File: src/rtl/fifo_reader_pkg.sv
// Shared constants and helpers for the FIFO read-side adapter.
package fifo_reader_pkg;

  // Cycles between a sampled fifo_rd and valid fifo_q.
  localparam int FIFO_RD_LAT = 1;

  function automatic int clog2_min1(input int n);
    int r;
    r = 0;
    while ((1 << r) < n) r++;
    return (r < 1) ? 1 : r;
  endfunction

endpackage

File: src/rtl/fifo_reader_buf.sv
// Prefetch circular buffer: push/pop/clear with count and head word.
module fifo_reader_buf
  import fifo_reader_pkg::*;
#(
  parameter int DATA_WIDTH = 128,
  parameter int DEPTH      = 2,
  localparam int PW        = clog2_min1(DEPTH),
  localparam int CW        = PW + 1
) (
  input  logic                  clk,
  input  logic                  arst,
  input  logic                  clear_i,
  input  logic                  push_i,
  input  logic                  pop_i,
  input  logic [DATA_WIDTH-1:0] data_i,
  output logic [CW-1:0]         count_o,
  output logic                  not_empty_o,
  output logic [DATA_WIDTH-1:0] head_o
);

  logic [DATA_WIDTH-1:0] mem_q [DEPTH];
  logic [PW-1:0]         wr_ptr_q, wr_ptr_d;
  logic [PW-1:0]         rd_ptr_q, rd_ptr_d;
  logic [CW-1:0]         cnt_q, cnt_d;

  // Clear wins over push/pop; DEPTH is a power of two so pointers wrap naturally.
  always_comb begin
    wr_ptr_d = wr_ptr_q;
    rd_ptr_d = rd_ptr_q;
    cnt_d    = cnt_q;
    if (clear_i) begin
      wr_ptr_d = '0;
      rd_ptr_d = '0;
      cnt_d    = '0;
    end else begin
      if (push_i) wr_ptr_d = wr_ptr_q + PW'(1);
      if (pop_i)  rd_ptr_d = rd_ptr_q + PW'(1);
      cnt_d = cnt_q + CW'(push_i) - CW'(pop_i);
    end
  end

  always_ff @(posedge clk or negedge arst) begin
    if (!arst) begin
      for (int i = 0; i < DEPTH; i++) mem_q[i] <= '0;
      wr_ptr_q <= '0;
      rd_ptr_q <= '0;
      cnt_q    <= '0;
    end else begin
      if (push_i && !clear_i) mem_q[wr_ptr_q] <= data_i;
      wr_ptr_q <= wr_ptr_d;
      rd_ptr_q <= rd_ptr_d;
      cnt_q    <= cnt_d;
    end
  end

  assign count_o     = cnt_q;
  assign not_empty_o = (cnt_q != '0);
  assign head_o      = mem_q[rd_ptr_q];

endmodule

File: src/rtl/fifo_reader.sv
// Turns a fifo rd/q read port into a valid/ready stream via a prefetch buffer.
// Optional statistics counters are enabled with `define FIFO_READER_STATS_EN.
module fifo_reader
  import fifo_reader_pkg::*;
#(
  parameter int DATA_WIDTH = 128,
  parameter int BUF_DEPTH  = 2,
  parameter int CNT_W      = 32
) (
  input  logic                  clk,
  input  logic                  arst,
  input  logic                  flush,
  input  logic                  fifo_mty,
  output logic                  fifo_rd,
  input  logic [DATA_WIDTH-1:0] fifo_q,
  output logic                  out_valid,
  input  logic                  out_ready,
  output logic [DATA_WIDTH-1:0] out_data,
  output logic                  busy
`ifdef FIFO_READER_STATS_EN
  ,
  output logic [CNT_W-1:0]      word_cnt,
  output logic [CNT_W-1:0]      stall_cnt
`endif
);

  localparam int CW = clog2_min1(BUF_DEPTH) + 1;

  if (BUF_DEPTH < 2 || (BUF_DEPTH & (BUF_DEPTH - 1)) != 0) begin : g_bad_depth
    $error("fifo_reader: BUF_DEPTH must be a power of two and at least 2");
  end
  if (CNT_W < 1) begin : g_bad_cnt_w
    $error("fifo_reader: CNT_W must be at least 1");
  end
  if (FIFO_RD_LAT != 1) begin : g_bad_lat
    $error("fifo_reader: only a single-cycle fifo read latency is supported");
  end

  logic [CW-1:0]         buf_cnt;
  logic                  buf_ne;
  logic [DATA_WIDTH-1:0] buf_head;
  logic                  inflight_q, inflight_d;
  logic                  pop;
  logic                  capture;
  logic [CW:0]           demand;

  assign pop     = buf_ne & out_ready;
  assign capture = inflight_q & ~flush;

  // Slots already committed next cycle; a read is issued only if one stays free.
  assign demand  = {1'b0, buf_cnt} + (CW+1)'(inflight_q) - (CW+1)'(pop);
  assign fifo_rd = arst & ~fifo_mty & ~flush & (demand < (CW+1)'(BUF_DEPTH));

  assign inflight_d = fifo_rd;

  always_ff @(posedge clk or negedge arst) begin
    if (!arst) inflight_q <= 1'b0;
    else       inflight_q <= inflight_d;
  end

  fifo_reader_buf #(
    .DATA_WIDTH (DATA_WIDTH),
    .DEPTH      (BUF_DEPTH)
  ) u_buf (
    .clk         (clk),
    .arst        (arst),
    .clear_i     (flush),
    .push_i      (capture),
    .pop_i       (pop),
    .data_i      (fifo_q),
    .count_o     (buf_cnt),
    .not_empty_o (buf_ne),
    .head_o      (buf_head)
  );

  assign out_valid = buf_ne;
  assign out_data  = buf_head;
  assign busy      = buf_ne | inflight_q;

`ifdef FIFO_READER_STATS_EN
  logic [CNT_W-1:0] word_cnt_q, word_cnt_d;
  logic [CNT_W-1:0] stall_cnt_q, stall_cnt_d;
  logic             stall;

  assign stall = buf_ne & ~out_ready;

  // Saturating counters; flush deliberately leaves them alone.
  always_comb begin
    word_cnt_d  = word_cnt_q;
    stall_cnt_d = stall_cnt_q;
    if (pop && word_cnt_q != '1)    word_cnt_d  = word_cnt_q + CNT_W'(1);
    if (stall && stall_cnt_q != '1) stall_cnt_d = stall_cnt_q + CNT_W'(1);
  end

  always_ff @(posedge clk or negedge arst) begin
    if (!arst) begin
      word_cnt_q  <= '0;
      stall_cnt_q <= '0;
    end else begin
      word_cnt_q  <= word_cnt_d;
      stall_cnt_q <= stall_cnt_d;
    end
  end

  assign word_cnt  = word_cnt_q;
  assign stall_cnt = stall_cnt_q;
`endif

endmodule

File: config.mk
export PLATFORM = sky130hd
export DESIGN_NAME = fifo_reader
export DESIGN_NICKNAME = d
export VERILOG_FILES = /design/src/rtl/fifo_reader_pkg.sv /design/src/rtl/fifo_reader_buf.sv /design/src/rtl/fifo_reader.sv
export SDC_FILE = /design/constraint.sdc
export NUM_CORES = 1
export LEC_CHECK = 0
export CAP_MARGIN = 40
export CORE_UTILIZATION = 40
export DETAILED_ROUTE_END_ITERATION = 16
export GPL_TIMING_DRIVEN = 0
export PLACE_DENSITY = 0.63
export SETUP_SLACK_MARGIN = 0.05
export SLEW_MARGIN = 10
export SYNTH_ARGS = -nofsm -noshare
export SYNTH_HDL_FRONTEND = slang
export SYNTH_SLANG_ARGS = --single-unit
File: constraint.sdc
create_clock -name clk -period 6.72 [get_ports clk]
set_input_delay 1.344 -clock clk [delete_from_list [all_inputs] [get_ports clk]]
set_output_delay 1.344 -clock clk [all_outputs]
set_load 0.05 [all_outputs]
## Word level (Yosys, flattened, before mapping)

Index checks and enable logic that the tools add are counted.

- Register bits after elaboration: 261
- Input port bits: 133

- Multiplexer cells: 11
- Add/sub/neg operators: 6
- Reductions and logical operators: 6
- $lt $le $gt $ge: 4
- Bitwise logic cells: 10

Operator list:

| kind | number |
|---|---|
| 128-bit 2-to-1 mux | 4 |
| 256-bit bitwise mux | 1 |
| 128-bit demux with 1-bit select | 1 |
| 2-bit nonzero test | 3 |
| 1-bit bitwise AND | 5 |
| 2-bit greater-or-equal comparator (second input constant) | 2 |
| 1-bit 2-to-1 mux | 4 |
| 1-bit NOT with 2-bit output | 2 |
| 2-bit by 1-bit adder with 3-bit output | 1 |
| 3-bit by 2-bit less-than comparator with 1-bit output (second input constant) | 1 |
| 3-bit by 1-bit subtractor with 3-bit output | 1 |
| 1-bit adder (second input constant) | 2 |
| 2-bit by 1-bit adder with 2-bit output | 1 |
| 1-bit logical AND | 2 |
| 2-bit by 1-bit less-than comparator with 1-bit output (second input constant) | 1 |
| 2-bit 2-to-1 mux | 1 |
| 1-bit NOT | 2 |
| 2-bit by 1-bit subtractor with 2-bit output | 1 |
| 1-bit zero test | 1 |
| 1-bit OR | 1 |

## Logic depth before layout (Yosys ltp)

Gate-level depths: netlist (run 1).

- Depth in word-level cells: 6
- Mapped depth: 7

## Cells and area by module

From an unflattened synthesis (run 1), not the netlist that was laid out.

- Cells, all modules: 711
- Area, all modules: 11,428.5 um^2

Modules (own cells, without submodules):

| module | sequential area each (um^2) | instances | cells each | area an instance (um^2) |
|---|---|---|---|---|
| fifo_reader_buf | 6,506.2 | 1 | 700 | 11,319.6 |
| fifo_reader | 25.0 | 1 | 11 | 108.9 |

## Worst setup path after synthesis (run 1)

No wires, ideal clock.

- Path type: input to output
- Start: input out_ready
- End: output fifo_rd
- Slack: 1.472 ns
- Path buffers: 0
- Data arrival time: 3.904 ns
- Stages: 7
- Data required time: 5.376 ns
- Cells stage by stage: o21a_1 ha_1 inv_1 nand2_1 fa_1 nand2_1 nor4_1

- Longest elaborated chain between the ends: 4

Ends and longest elaborated chain:

| element | RTL line | source |
|---|---|---|
| from (decl) | fifo_reader.sv:17 | `input logic out_ready,` |
| 1-bit bitwise AND | fifo_reader.sv:47 | `assign pop = buf_ne & out_ready;` |
| 3-bit by 1-bit subtractor with 3-bit output | fifo_reader.sv:51 | `assign demand = {1'b0, buf_cnt} + (CW+1)'(inflight_q) - (CW+1)'(pop);` |
| 3-bit by 2-bit less-than comparator with 1-bit output | fifo_reader.sv:52 | `assign fifo_rd = arst & ~fifo_mty & ~flush & (demand < (CW+1)'(BUF_DEPTH));` |
| 1-bit bitwise AND | fifo_reader.sv:52 |  |
| to (decl) | fifo_reader.sv:14 | `output logic fifo_rd,` |

Every way passes these cells.

## Worst setup path after layout (run 1)

Ends and elaborated chain as after synthesis.

==> results of run 1 <==
==> cell usage after synthesis <==
| master | n |
|---|---|
| sky130_fd_sc_hd__buf_4 | 3 |
| sky130_fd_sc_hd__nand2_1 | 3 |
| sky130_fd_sc_hd__xnor2_1 | 2 |
| sky130_fd_sc_hd__fa_1 | 1 |
| sky130_fd_sc_hd__or3_1 | 1 |
| sky130_fd_sc_hd__nor4_1 | 1 |
| sky130_fd_sc_hd__nor2b_1 | 3 |
| sky130_fd_sc_hd__ha_1 | 3 |
| sky130_fd_sc_hd__mux2_2 | 385 |
| sky130_fd_sc_hd__dfrtp_1 | 261 |
| sky130_fd_sc_hd__buf_1 | 3 |
| sky130_fd_sc_hd__nor3b_2 | 1 |
| sky130_fd_sc_hd__clkbuf_2 | 1 |
| sky130_fd_sc_hd__clkbuf_1 | 1 |
| sky130_fd_sc_hd__xor2_1 | 1 |
| sky130_fd_sc_hd__buf_2 | 10 |
| sky130_fd_sc_hd__buf_12 | 2 |
| sky130_fd_sc_hd__inv_1 | 4 |
| sky130_fd_sc_hd__nor2_1 | 3 |
| sky130_fd_sc_hd__o21a_1 | 1 |
| sky130_fd_sc_hd__nand3b_4 | 1 |
| sky130_fd_sc_hd__buf_6 | 23 |
==> registers in the layout (all words and copies together), names as in the netlist <==
name and cells:
u_buf.wr_ptr_q 1, u_buf.count_o 2, inflight_q 1, u_buf.mem_q 256, u_buf.rd_ptr_q 1
==> stage by stage <==
| step | utilization, % | hold WS, ps | total power, mW | setup TNS, ps | setup WS [ps] |
|---|---|---|---|---|---|
| floorplan | - | 474 | 5.84 | 0 | 1470 |
| global placement | 52.1 | 481 | 7.23 | -1967470 | -7550 |
| detailed placement | 52.4 | 487 | 7.27 | 0 | 1220 |
| CTS | 56.0 | 501 | 8.99 | 0 | 1180 |
| global route | 56.0 | 511 | 9.31 | 0 | 1020 |
| finish | 56.0 | 500 | 8.88 | 0 | 1190 |
==> layout make-up <==
| class | instances | area, µm² | share of cell area (%) |
|---|---|---|---|
| Multi-Input combinational cell | 406 | 4510 | 28.8 |
| Buffer | 43 | 392 | 2.50 |
| Clock buffer | 42 | 845 | 5.40 |
| Inverter | 4 | 15.0 | 0.0960 |
| Timing Repair Buffer | 265 | 2710 | 17.3 |
| Sequential cell | 261 | 6530 | 41.7 |
| Clock inverter | 8 | 168 | 1.07 |
| Tap cell | 378 | 473 | 3.02 |
==> metal layers <==
| layer | track usage (%) | part of all wire (%) | vias up |
|---|---|---|---|
| li1 | - | - | 3154 |
| met1 | 22.4 | 44 | 3428 |
| met2 | 26.8 | 44 | 186 |
| met3 | 6.99 | 9.8 | 36 |
| met4 | 3.84 | 2.2 | 0 |
| met5 | 0 | 0 | - |
==> report_power, final <==
| group | switching [mW] | internal [mW] |
|---|---|---|
| Clock | 0.616 | 1.05 |
| Sequential | 0.325 | 2.29 |
| Combinational | 2.65 | 1.95 |
==> cells by family after synthesis <==
family | count (synthesis)
and+or+nand+nor | 13
buffers and inverters | 47
xor gates and xnor gates | 3
DFF | 261
AOI/OAI and AO/OA | 1
adders and majority gates | 4
muxes | 385
==> layout by cell type (no fill, tap or decap), drive strengths merged, types with 3 or more instances in the layout <==
cell type / n
buf: 45
bufinv: 5
nor2b: 3
clkbuf: 44
nand2: 3
dfrtp: 261
ha: 3
clkdlybuf4s50: 261
mux2: 385
nor2: 3
inv: 4
==> path summary, 6_finish.rpt <==
path | cells after the start | startpoint | end | slack [ps]
worst min-delay path | 1 | u_buf.mem_q[134] | u_buf.mem_q[134] | 500
min in group asynchronous | 1 | arst | u_buf.mem_q[174] | 610
worst max register to register | 7 | u_buf.count_o[1] | inflight_q | 4570
worst max-delay path | 9 | out_ready | fifo_rd | 1190
max in group asynchronous | 3 | arst | u_buf.mem_q[225] | 4990
worst min register to register | 1 | u_buf.mem_q[134] | u_buf.mem_q[134] | 500
==> run_summary.xml, run 1 <==
<?xml version="1.0" encoding="UTF-8"?>
<metrics>
  <group name="sta">
    <metric name="skew" unit="ps">5.09</metric>
    <metric name="hold_viol" unit="">0</metric>
    <metric name="timing_worst_slew_pin_value" unit="ps">791</metric>
    <metric name="worst_slew_margin_rel" unit="%">47.2</metric>
    <metric name="finalSetupViolations" unit="">0</metric>
    <metric name="final_period_minus_worst_setup_slack" unit="ps">5530</metric>
    <metric name="rsz0062_at_grt" unit="">no</metric>
    <metric name="fmax" unit="MHz">181</metric>
    <metric name="post_route_clock_period_utilization" unit="%">82.3</metric>
    <metric name="timing_max_transition_violations_final" unit="">0</metric>
  </group>
  <group name="setup_path">
    <metric name="crit_path_end_kind" unit="">primary output</metric>
    <metric name="crit_path_max_incr_delay" unit="ps">930</metric>
    <metric name="critical_path_peak_fanout" unit="">2</metric>
    <metric name="timing.critical_path.cells" unit="">clkdlybuf4s50_1, o21a_1, ha_1, inv_1, nand2_1, fa_1, nand2_1, nor4_1, clkdlybuf4s50_1</metric>
    <metric name="slowest_stage" unit="">sky130_fd_sc_hd__clkdlybuf4s50_1</metric>
    <metric name="critPathTopFamily" unit="">buffers and inverters</metric>
    <metric name="required_time_of_the_critical_path" unit="ps">5380</metric>
    <metric name="data_arrival_critical_path" unit="ps">4180</metric>
    <metric name="setup.worst_path.start_class" unit="">input pin</metric>
    <metric name="worst_setup_path_category" unit="">in2out</metric>
    <metric name="path_buf_inv" unit="">3</metric>
  </group>
  <group name="yosys">
    <metric name="syn_area_per_cell" unit="µm²">16.0</metric>
    <metric name="synth-compound-area-share" unit="%">0.0656</metric>
    <metric name="synth_simple_gate_area_share" unit="%">0.754</metric>
    <metric name="ys.warnings.count" unit="">0</metric>
    <metric name="syn_area" unit="µm²">11500</metric>
    <metric name="synthAdderAreaFrac" unit="%">0.503</metric>
    <metric name="synth_area_leader" unit="">sky130_fd_sc_hd__dfrtp_1</metric>
    <metric name="top_post_synthesis_cells_by_area" unit="">sky130_fd_sc_hd__dfrtp_1 (57%), sky130_fd_sc_hd__mux2_2 (38%), sky130_fd_sc_hd__buf_6 (2.3%), sky130_fd_sc_hd__buf_2 (0.44%), sky130_fd_sc_hd__buf_12 (0.35%)</metric>
    <metric name="syn-instance-count" unit="">714</metric>
    <metric name="postSynthNetCount" unit="">851</metric>
    <metric name="proportion_of_netlist_area_held_by_the_largest_area_contributor" unit="%">57.0</metric>
    <metric name="yosys-mux-area-fraction" unit="%">37.9</metric>
    <metric name="main_combinational_cell_family_by_area_after_synthesis" unit="">multiplexers</metric>
    <metric name="synth_xor_area_share" unit="%">0.229</metric>
    <metric name="synth.lib_cells_used.distinct" unit="">22</metric>
    <metric name="seq_area_frac_synth" unit="%">57.0</metric>
    <metric name="postSynthRegisterBits" unit="">261</metric>
  </group>
  <group name="routing">
    <metric name="drcViolationCount" unit="">0</metric>
    <metric name="route.detailed.vias_per_inst" unit="">4.84</metric>
    <metric name="routed_wire_length_per_instance" unit="µm">17.8</metric>
    <metric name="routed-via-count" unit="">6804</metric>
    <metric name="postRouteWirelength" unit="µm">25100</metric>
    <metric name="drt_first_pass_iters" unit="">4</metric>
    <metric name="ant_nets" unit="">0</metric>
    <metric name="drt_iter0_drc" unit="">233</metric>
  </group>
  <group name="cells_and_area">
    <metric name="fillers" unit="">2360</metric>
    <metric name="area_growth_syn_to_layout" unit="%">36.6</metric>
    <metric name="diodes" unit="">0</metric>
    <metric name="finalNetCount" unit="">1147</metric>
    <metric name="final_layout_size_suffix_gt1_share" unit="%">46.1</metric>
    <metric name="finalInstanceArea" unit="µm²">15600</metric>
    <metric name="layoutNonFillerInstCount" unit="">1407</metric>
  </group>
  <group name="power_and_ir_drop">
    <metric name="power_per_cell_area" unit="nW/µm²">568</metric>
    <metric name="power_leakage" unit="nW">7.02</metric>
    <metric name="vdd_drop_max" unit="µV">401</metric>
  </group>
  <group name="clock_network">
    <metric name="insertion_delay" unit="ps">530</metric>
    <metric name="cts.hold.buffers_added" unit="">0</metric>
    <metric name="clock_path_buffers" unit="">3</metric>
    <metric name="cts_made_buffers" unit="">29</metric>
    <metric name="cts_htree_levels" unit="">1</metric>
    <metric name="tritoncts" unit="">done</metric>
    <metric name="clk_pin_slew" unit="ps">50</metric>
    <metric name="cts_setup_buffers" unit="">0</metric>
    <metric name="cts_root_buffer" unit="">sky130_fd_sc_hd__clkbuf_16</metric>
    <metric name="post_cts.resized_instances" unit="">0</metric>
    <metric name="clock-sinks" unit="">261</metric>
  </group>
  <group name="hold_path">
    <metric name="type_of_the_worst_min_delay_path" unit="">reg2reg</metric>
  </group>
  <group name="floorplanning">
    <metric name="std_cell_rows" unit="">61</metric>
    <metric name="boundaryPins" unit="">264</metric>
    <metric name="die_y" unit="µm">171</metric>
    <metric name="die_area" unit="µm²">29300</metric>
    <metric name="start_util" unit="%">41.0</metric>
    <metric name="placeableCoreArea" unit="µm²">27900</metric>
    <metric name="die_width" unit="µm">171</metric>
  </group>
  <group name="global_route">
    <metric name="maximum_number_of_pins_on_one_net_before_global_route_repair" unit="">95</metric>
    <metric name="grt_usage" unit="%">17.2</metric>
    <metric name="global_route.overflow_total" unit="">0</metric>
    <metric name="initial_antenna_violation_count" unit="">0</metric>
    <metric name="wire_length_of_the_first_global_routing_pass" unit="µm">39800</metric>
    <metric name="via_count_of_the_first_global_routing_pass" unit="">7248</metric>
  </group>
  <group name="placement">
    <metric name="post_dp_cell_area" unit="µm²">14600</metric>
    <metric name="place_inst" unit="">1357</metric>
    <metric name="gp_congestion" unit="">0.694</metric>
    <metric name="post-dp-hpwl" unit="µm">17400</metric>
    <metric name="port_buffers" unit="">262</metric>
  </group>
  <group name="outcome">
    <metric name="outcome" unit="">finished clean</metric>
  </group>
  <group name="run">
    <metric name="drv_cap" unit="">0</metric>
  </group>
</metrics>
No activity file was read; power rests on OpenSTA's default activity.
==> run 2: changes to the inputs <==
Settings changed: PLACE_DENSITY 0.63 to 0.66.
Clock period 6.72 ns to 4.7 ns, I/O delays scaled along.
==> run 2 against run 1 <==
- via count is 0.25% lower
- die area stayed put
- hold slack worse by 110 ps
- flip-flop and latch count stayed put
- sequential power is 43% higher
- clock skew is 6.8 ps higher
- core utilization is 0.36 points lower
- register-to-register slack worse by 1900 ps
- critical path depth stayed put
- setup slack worse by 720 ps
- highest routed layer unchanged
==> run_summary.xml, run 2 (same netlist as run 1, synthesis figures left out) <==
<?xml version="1.0" encoding="UTF-8"?>
<metrics>
  <group name="sta">
    <metric name="fin_worst_hold_slack" unit="ps">390</metric>
    <metric name="rsz0062_at_grt" unit="">no</metric>
    <metric name="postLayoutSetupSlackWorst" unit="ps">467</metric>
    <metric name="post_route_clock_period_utilization" unit="%">90.1</metric>
    <metric name="fmax" unit="MHz">236</metric>
    <metric name="finalSetupViolations" unit="">0</metric>
    <metric name="fin_setup_tns" unit="ps">0</metric>
    <metric name="worst_slew_margin_rel" unit="%">48.9</metric>
    <metric name="timing_worst_slew_pin_value" unit="ps">766</metric>
    <metric name="hold_viol" unit="">0</metric>
    <metric name="skew" unit="ps">11.9</metric>
    <metric name="final_period_minus_worst_setup_slack" unit="ps">4230</metric>
    <metric name="timing_max_transition_violations_final" unit="">0</metric>
  </group>
  <group name="power_and_ir_drop">
    <metric name="cell_internal_pwr" unit="mW">7.38</metric>
    <metric name="vdd_drop_max" unit="µV">534</metric>
    <metric name="fin_total_pwr" unit="mW">12.5</metric>
    <metric name="swShare" unit="%">41.0</metric>
    <metric name="power_frac_comb" unit="%">52.6</metric>
    <metric name="clkPwrFrac" unit="%">17.5</metric>
    <metric name="share_seq_of_total_power" unit="%">29.9</metric>
    <metric name="power_per_cell_area" unit="nW/µm²">805</metric>
    <metric name="power_leakage" unit="nW">6.99</metric>
    <metric name="switching_power" unit="mW">5.13</metric>
  </group>
  <group name="cells_and_area">
    <metric name="finalInstanceArea" unit="µm²">15500</metric>
    <metric name="diodes" unit="">0</metric>
    <metric name="layoutNonFillerInstCount" unit="">1407</metric>
    <metric name="most-common-layout-cells" unit="">sky130_fd_sc_hd__mux2_2 (385), sky130_fd_sc_hd__dfrtp_1 (261), sky130_fd_sc_hd__clkdlybuf4s50_1 (260)</metric>
    <metric name="final_core_utilization" unit="%">55.6</metric>
    <metric name="finalNetCount" unit="">1147</metric>
    <metric name="layout_commonest_cell" unit="">sky130_fd_sc_hd__mux2_2</metric>
    <metric name="largest_register_ff_count" unit="">256</metric>
    <metric name="max_flop_register" unit="">u_buf.mem_q</metric>
    <metric name="area_growth_syn_to_layout" unit="%">35.8</metric>
    <metric name="final_layout_size_suffix_gt1_share" unit="%">45.9</metric>
  </group>
  <group name="routing">
    <metric name="dr_wl_met3" unit="µm">2360</metric>
    <metric name="route.layer.met1.wl" unit="µm">11000</metric>
    <metric name="drcViolationCount" unit="">0</metric>
    <metric name="drt_iter0_drc" unit="">210</metric>
    <metric name="drt_first_pass_iters" unit="">3</metric>
    <metric name="route.detailed.vias_per_inst" unit="">4.82</metric>
    <metric name="postRouteWirelength" unit="µm">25100</metric>
    <metric name="ant_nets" unit="">0</metric>
    <metric name="routed_wire_length_per_instance" unit="µm">17.8</metric>
    <metric name="amount_of_wire_on_met2_after_detailed_routing" unit="µm">11300</metric>
    <metric name="highest_routed_metal_layer" unit="">met4</metric>
    <metric name="routed-via-count" unit="">6787</metric>
  </group>
  <group name="setup_path">
    <metric name="data_arrival_critical_path" unit="ps">3290</metric>
    <metric name="worst_flop_to_flop_path_startpoint" unit="">u_buf.count_o[1]</metric>
    <metric name="rrSetupSlack" unit="ps">2630</metric>
    <metric name="critPathLaunch" unit="">out_ready</metric>
    <metric name="crit_path_end_kind" unit="">primary output</metric>
    <metric name="worst_setup_path_category" unit="">in2out</metric>
    <metric name="critical_path_peak_fanout" unit="">2</metric>
    <metric name="required_time_of_the_critical_path" unit="ps">3760</metric>
    <metric name="regToRegEndpoint" unit="">inflight_q</metric>
    <metric name="reg2regPathDepth" unit="">7</metric>
    <metric name="setup.worst_path.start_class" unit="">input pin</metric>
  </group>
  <group name="global_route">
    <metric name="initial_antenna_violation_count" unit="">0</metric>
    <metric name="global_route.overflow_total" unit="">0</metric>
    <metric name="grt_usage" unit="%">17.1</metric>
    <metric name="maximum_number_of_pins_on_one_net_before_global_route_repair" unit="">106</metric>
    <metric name="wire_length_of_the_first_global_routing_pass" unit="µm">39300</metric>
    <metric name="via_count_of_the_first_global_routing_pass" unit="">7195</metric>
  </group>
  <group name="clock_network">
    <metric name="cts_made_buffers" unit="">30</metric>
    <metric name="cts_root_buffer" unit="">sky130_fd_sc_hd__clkbuf_16</metric>
    <metric name="clock_path_buffers" unit="">3</metric>
    <metric name="clk_pin_slew" unit="ps">50</metric>
    <metric name="cts_htree_levels" unit="">1</metric>
    <metric name="cts.hold.buffers_added" unit="">0</metric>
    <metric name="cts_setup_buffers" unit="">0</metric>
    <metric name="insertion_delay" unit="ps">540</metric>
    <metric name="clock-sinks" unit="">261</metric>
    <metric name="post_cts.resized_instances" unit="">0</metric>
    <metric name="tritoncts" unit="">done</metric>
  </group>
  <group name="floorplanning">
    <metric name="start_util" unit="%">41.0</metric>
    <metric name="die_y" unit="µm">171</metric>
    <metric name="placeableCoreArea" unit="µm²">27900</metric>
    <metric name="die_width" unit="µm">171</metric>
    <metric name="std_cell_rows" unit="">61</metric>
    <metric name="boundaryPins" unit="">264</metric>
    <metric name="die_area" unit="µm²">29300</metric>
  </group>
  <group name="placement">
    <metric name="gp_congestion" unit="">0.733</metric>
    <metric name="pre_cts_ws" unit="ps">74.2</metric>
    <metric name="port_buffers" unit="">262</metric>
    <metric name="place_inst" unit="">1356</metric>
    <metric name="post-dp-hpwl" unit="µm">17300</metric>
    <metric name="post_dp_cell_area" unit="µm²">14600</metric>
  </group>
  <group name="outcome">
    <metric name="outcome" unit="">finished clean</metric>
  </group>
  <group name="hold_path">
    <metric name="type_of_the_worst_min_delay_path" unit="">in2async</metric>
  </group>
  <group name="run">
    <metric name="drv_cap" unit="">0</metric>
  </group>
</metrics>
## run 2: changes by cell type in the layout (fill, tap and decap cells not counted), sizes merged
cell and delta:
buf -1, bufinv -5, clkbuf +5, clkdlybuf4s50 -1, clkinv +2, clkinvlp -1
dlymetal6s2s +1
## run 2: worst max path at each step
stage	to	slack (ps)	cells past startpoint
after floorplan	fifo_rd	260	7
after global routing	fifo_rd	360	9
after global placement	u_buf.mem_q[31]	-9020	1
after CTS	fifo_rd	60	9
after detailed placement	fifo_rd	70	9
final	fifo_rd	470	9
## run 2: cell type report
cell class | count | area [µm²]
buffer | 43 | 392
clock buffer | 47 | 916
clock inverter | 4 | 20.0
fill | 2328 | 12400
inverter | 4 | 15.0
multi-input combinational | 406 | 4510
sequential | 261 | 6530
tap | 378 | 473
timing repair buffer | 264 | 2690
## run 2: metal layers
layer	track usage [%]	up-vias
li1	-	3137
met1	22.2	3434
met2	26.9	188
met3	6.74	28
met4	3.34	0
met5	0.696	-
## run 2: critical path, cell delays in order
cell and delay [ps]:
sky130_fd_sc_hd__clkdlybuf4s50_1 450, sky130_fd_sc_hd__o21a_1 140, sky130_fd_sc_hd__ha_1 230, sky130_fd_sc_hd__inv_1 80
sky130_fd_sc_hd__nand2_1 70, sky130_fd_sc_hd__fa_1 490, sky130_fd_sc_hd__nand2_1 50, sky130_fd_sc_hd__nor4_1 310
sky130_fd_sc_hd__dlymetal6s2s_1 540
## run 2: power groups by stage
stage	logic [mW]	clock network, mW	registers, mW
after floorplan	4.73	0	3.63
after global placement	6.58	0	3.75
after detailed placement	6.62	0	3.77
after CTS	6.65	2.27	3.74
after global routing	6.91	2.35	3.88
final	6.58	2.19	3.74
==> variant 1, RTL diff (config.mk and constraints of run 2) <==
The option `FIFO_READER_STATS_EN` is turned on by a define.
--- a/src/rtl/fifo_reader.sv
+++ b/src/rtl/fifo_reader.sv
@@ -1,5 +1,7 @@
 // Turns a fifo rd/q read port into a valid/ready stream via a prefetch buffer.
 // Optional statistics counters are enabled with `define FIFO_READER_STATS_EN.
+`define FIFO_READER_STATS_EN
+
 module fifo_reader
   import fifo_reader_pkg::*;
 #(
Behaviour (old outputs only; new: stall_cnt and word_cnt): same outputs for any inputs over 4 cycles, from zero or initial values and one cycle with arst low; that may be too few to reach the edited logic, so the function may still have changed.
==> variant 1 against run 2 <==
Worst setup slack lost 0.17 ns. Power grew 15%. Global-route usage grew 2.3 points. Area after synthesis grew 25%. Count of clock-buffer cells in the layout grew 9. Cell area grew 26%. Non-clock buffer count grew 72. Sequential cell count grew 64. Highest routed layer is now met5. Wire length grew 40%.
==> variant 1: results <==
group,metric,value,unit
layout,multi_input_area,5930,sq um
layout,nFillCells,2960,
setup_path,crit_fanout,6,
setup_path,ff2ff_path_depth,8,
placement,place.gp.congestion,0.792,
status,outcome,"complete, no violations",
layout,layout.nonclk_buf_frac,0.184,
setup_path,cp.arrival,3.46,ns
logic_synthesis,synthTopCellsByCount,"386 x mux2_2, 325 x dfrtp_1, 43 x xnor2_1",
global_routing,grt_max_degree,99,
layout,seq_cells,325,
layout,clkCellAreaFrac,0.0644,
global_routing,grt_pass1_wl,55500,um
placement,place_ws,-0.357,ns
drt,drt_iter0_drc,285,
setup_path,slowest_stage,"fa_1",
cts,cts_buffers,37,
drt,avgViaCountPerCell,5.04,
global_routing,grt_pass1_vias,9972,
global_routing,antenna_found_initial,3,
drt,wl_met1,15700,um
power,ir_worst_vdd,0.000510,V
layout,num_antenna_cells,1,
logic_synthesis,synth_cell_types,41,
cts,cts_resized,4,
cts,clk_latency,0.51,ns
timing,fin_ws,0.300,ns
global_routing,grt_util_met3,0.0628,
layout,buffers,379,
logic_synthesis,synth_area_leaders,"dfrtp_1 57%, mux2_2 30%, xnor2_1 2.6%, nand4_1 1.4%, xor2_1 1.3%",
drt,top_layer_used,"met5",
global_routing,use_met2,0.300,
layout,multi_input_cells,617,
==> variant 1: cells by family (layout without fill, tap and decap cells) <==
| group | after synthesis | in the layout | synth area share |
|---|---|---|---|
| buf+inv | 56 | 455 | 0.0164 |
| mux | 386 | 386 | 0.304 |
| compound gates | 11 | 11 | 0.00683 |
| xor+xnor | 64 | 64 | 0.0392 |
| simple gates | 150 | 150 | 0.0586 |
| flops | 325 | 325 | 0.569 |
| fa+ha+maj | 6 | 6 | 0.00578 |
| other cells | 0 | 1 | 0 |
==> variant 1: power breakdown <==
group | internal, mW | total, mW | switching [mW]
clock | 1.80 | 2.93 | 1.13
sequential | 3.86 | 4.38 | 0.520
combinational | 2.90 | 7.05 | 4.15
total | 8.56 | 14.4 | 5.80
==> variant 1: stage by stage <==
step,hold slack [ns],std cells
floorplan,0.474,998
global placement,0.481,1780
detailed placement,0.487,1786
CTS,0.488,1852
global route,0.508,1852
finish,0.470,1853
==> variant 2, RTL diff (settings of run 2) <==
Without the edit above. `DATA_WIDTH` is set to 128 in 2 places; all go to 132.
--- a/src/rtl/fifo_reader_buf.sv
+++ b/src/rtl/fifo_reader_buf.sv
@@ -2,7 +2,7 @@
 module fifo_reader_buf
   import fifo_reader_pkg::*;
 #(
-  parameter int DATA_WIDTH = 128,
+  parameter int DATA_WIDTH = 132,
   parameter int DEPTH      = 2,
   localparam int PW        = clog2_min1(DEPTH),
   localparam int CW        = PW + 1
--- a/src/rtl/fifo_reader.sv
+++ b/src/rtl/fifo_reader.sv
@@ -3,7 +3,7 @@
 module fifo_reader
   import fifo_reader_pkg::*;
 #(
-  parameter int DATA_WIDTH = 128,
+  parameter int DATA_WIDTH = 132,
   parameter int BUF_DEPTH  = 2,
   parameter int CNT_W      = 32
 ) (
Ports: changed (resized fifo_q and out_data); port bits go from 264 to 272. No check against the original RTL was run, so the function may have changed too.
==> variant 2 against run 2 <==
Cell count up 2.8%. Synthesized cell count grew 2.9%. First-iteration DRC count is 29% higher. Sequential cell count grew 8. Critical endpoint unchanged. Area after synthesis increased by 2.1%. Power rose by 3.6%. Non-clock buffer count is 9 higher. Highest routed layer unchanged. Wire length grew 4.3%. Critical path type unchanged. Via count is 3.8% higher. Clock power increased by 7%. Cell area rose by 2.5%. Utilization decreased by 0.12 points. Worst setup slack worse by 0.17 ns.
==> variant 2: results <==
group,metric,value,unit
status,outcome,"complete, no violations",
global_routing,track_usage,0.178,
global_routing,grt_max_degree,96,
logic_synthesis,synth-compound-area-share,0.000642,
drt,drt-pass1-iter-count,4,
global_routing,antenna_found_initial,2,
logic_synthesis,synth_area_leaders,"dfrtp_1 58%, mux2_2 37%, buf_6 1.5%, mux2_1 0.96%, buf_2 0.81%",
timing,finClkSkew,0.00971,ns
setup_path,slowest_stage,"dlygate4sd2_1",
logic_synthesis,synth_cell_types,20,
placement,io_buffer_count,270,
layout,largest_register_ffs,264,
logic_synthesis,synthXorXnorAreaFrac,0.00225,
drt,wl_met2,12300,um
power,power_leakage,7.13,nW
drt,wl_met3,1580,um
drt,wl_per_cell,18.1,um
logic_synthesis,synthTopCellsByCount,"387 x mux2_2, 269 x dfrtp_1, 19 x buf_2",
logic_synthesis,synthAdderAreaFrac,0.00492,
drt,avgViaCountPerCell,4.87,
setup_path,max_stage_delay,0.61,ns
layout,nFillCells,2388,
layout,nets,1180,
placement,hpwl,18100,um
power,ir_worst_vdd,0.000449,V
drt,drt_iter0_drc,270,
-- variant 2: changes by cell type in the layout (fill, tap and decap cells not counted), moves of 3 or more --
cell	change
buf_6	-7
clkdlybuf4s50_1	+8
dfrtp_1	+8
buf_1	-3
clkbuf_1	+8
mux2_1	+10
buf_2	+9
-- variant 2: what timing repair did --
action / in CTS / in global routing
endpoints found under the setup margin: 1 / 0
endpoints found under the hold margin: 0 / 0
gates resized for setup: 1 / 0
setup buffers: 0 / 0
-- variant 2: cell families after synthesis --
group                    after synthesis
flip-flops                           269
AO/OA/AOI/OAI                          1
buffers and inverters                 48
adder cells (fa/ha/maj)                4
XOR/XNOR                               3
multiplexers                         397
AND/OR/NAND/NOR                       13
-- variant 2: layer usage --
metal / up-vias / GRT usage
met3: 47 / 0.0462
met2: 176 / 0.283
li1: 3257 / -
met1: 3566 / 0.238
met4: 0 / 0.0553
met5: - / 0
-- variant 2: layout make-up --
type / count / area share
multi-input combinational: 418 / 0.291
antenna: 2 / 0.000314
inverter: 4 / 0.000942
clock buffer: 48 / 0.0577
tap: 384 / 0.0301
buffer: 44 / 0.0196
clock inverter: 5 / 0.00471
sequential: 269 / 0.422
timing repair buffer: 272 / 0.173
-- variant 2: worst max-delay path by stage --
stage,endpoint,depth (start not counted),start,slack [ns]
detailed placement,fifo_rd,9,out_ready,-0.02
global route,fifo_rd,9,out_ready,0.09
global placement,u_buf.mem_q[72],1,arst,-9.39
CTS,fifo_rd,9,out_ready,0.28
floorplan,fifo_rd,7,out_ready,0.26
finish,fifo_rd,9,out_ready,0.30
-- variant 2: stage by stage --
step,util,cells,setup slack (ns),setup TNS [ns]
floorplan,-,735,0.263,0
global placement,0.518,1389,-9.39,-2534.06
detailed placement,0.520,1391,-0.0232,-0.0232
CTS,0.555,1444,0.277,0
global route,0.555,1446,0.0936,0
finish,0.555,1446,0.299,0
-- variant 2: power breakdown --
group	leakage (nW)	internal [mW]	switching (mW)
Sequential	3.47	3.38	0.471
Combinational	3.17	2.84	3.93
Clock	0.490	1.43	0.908
Total	7.13	7.65	5.31
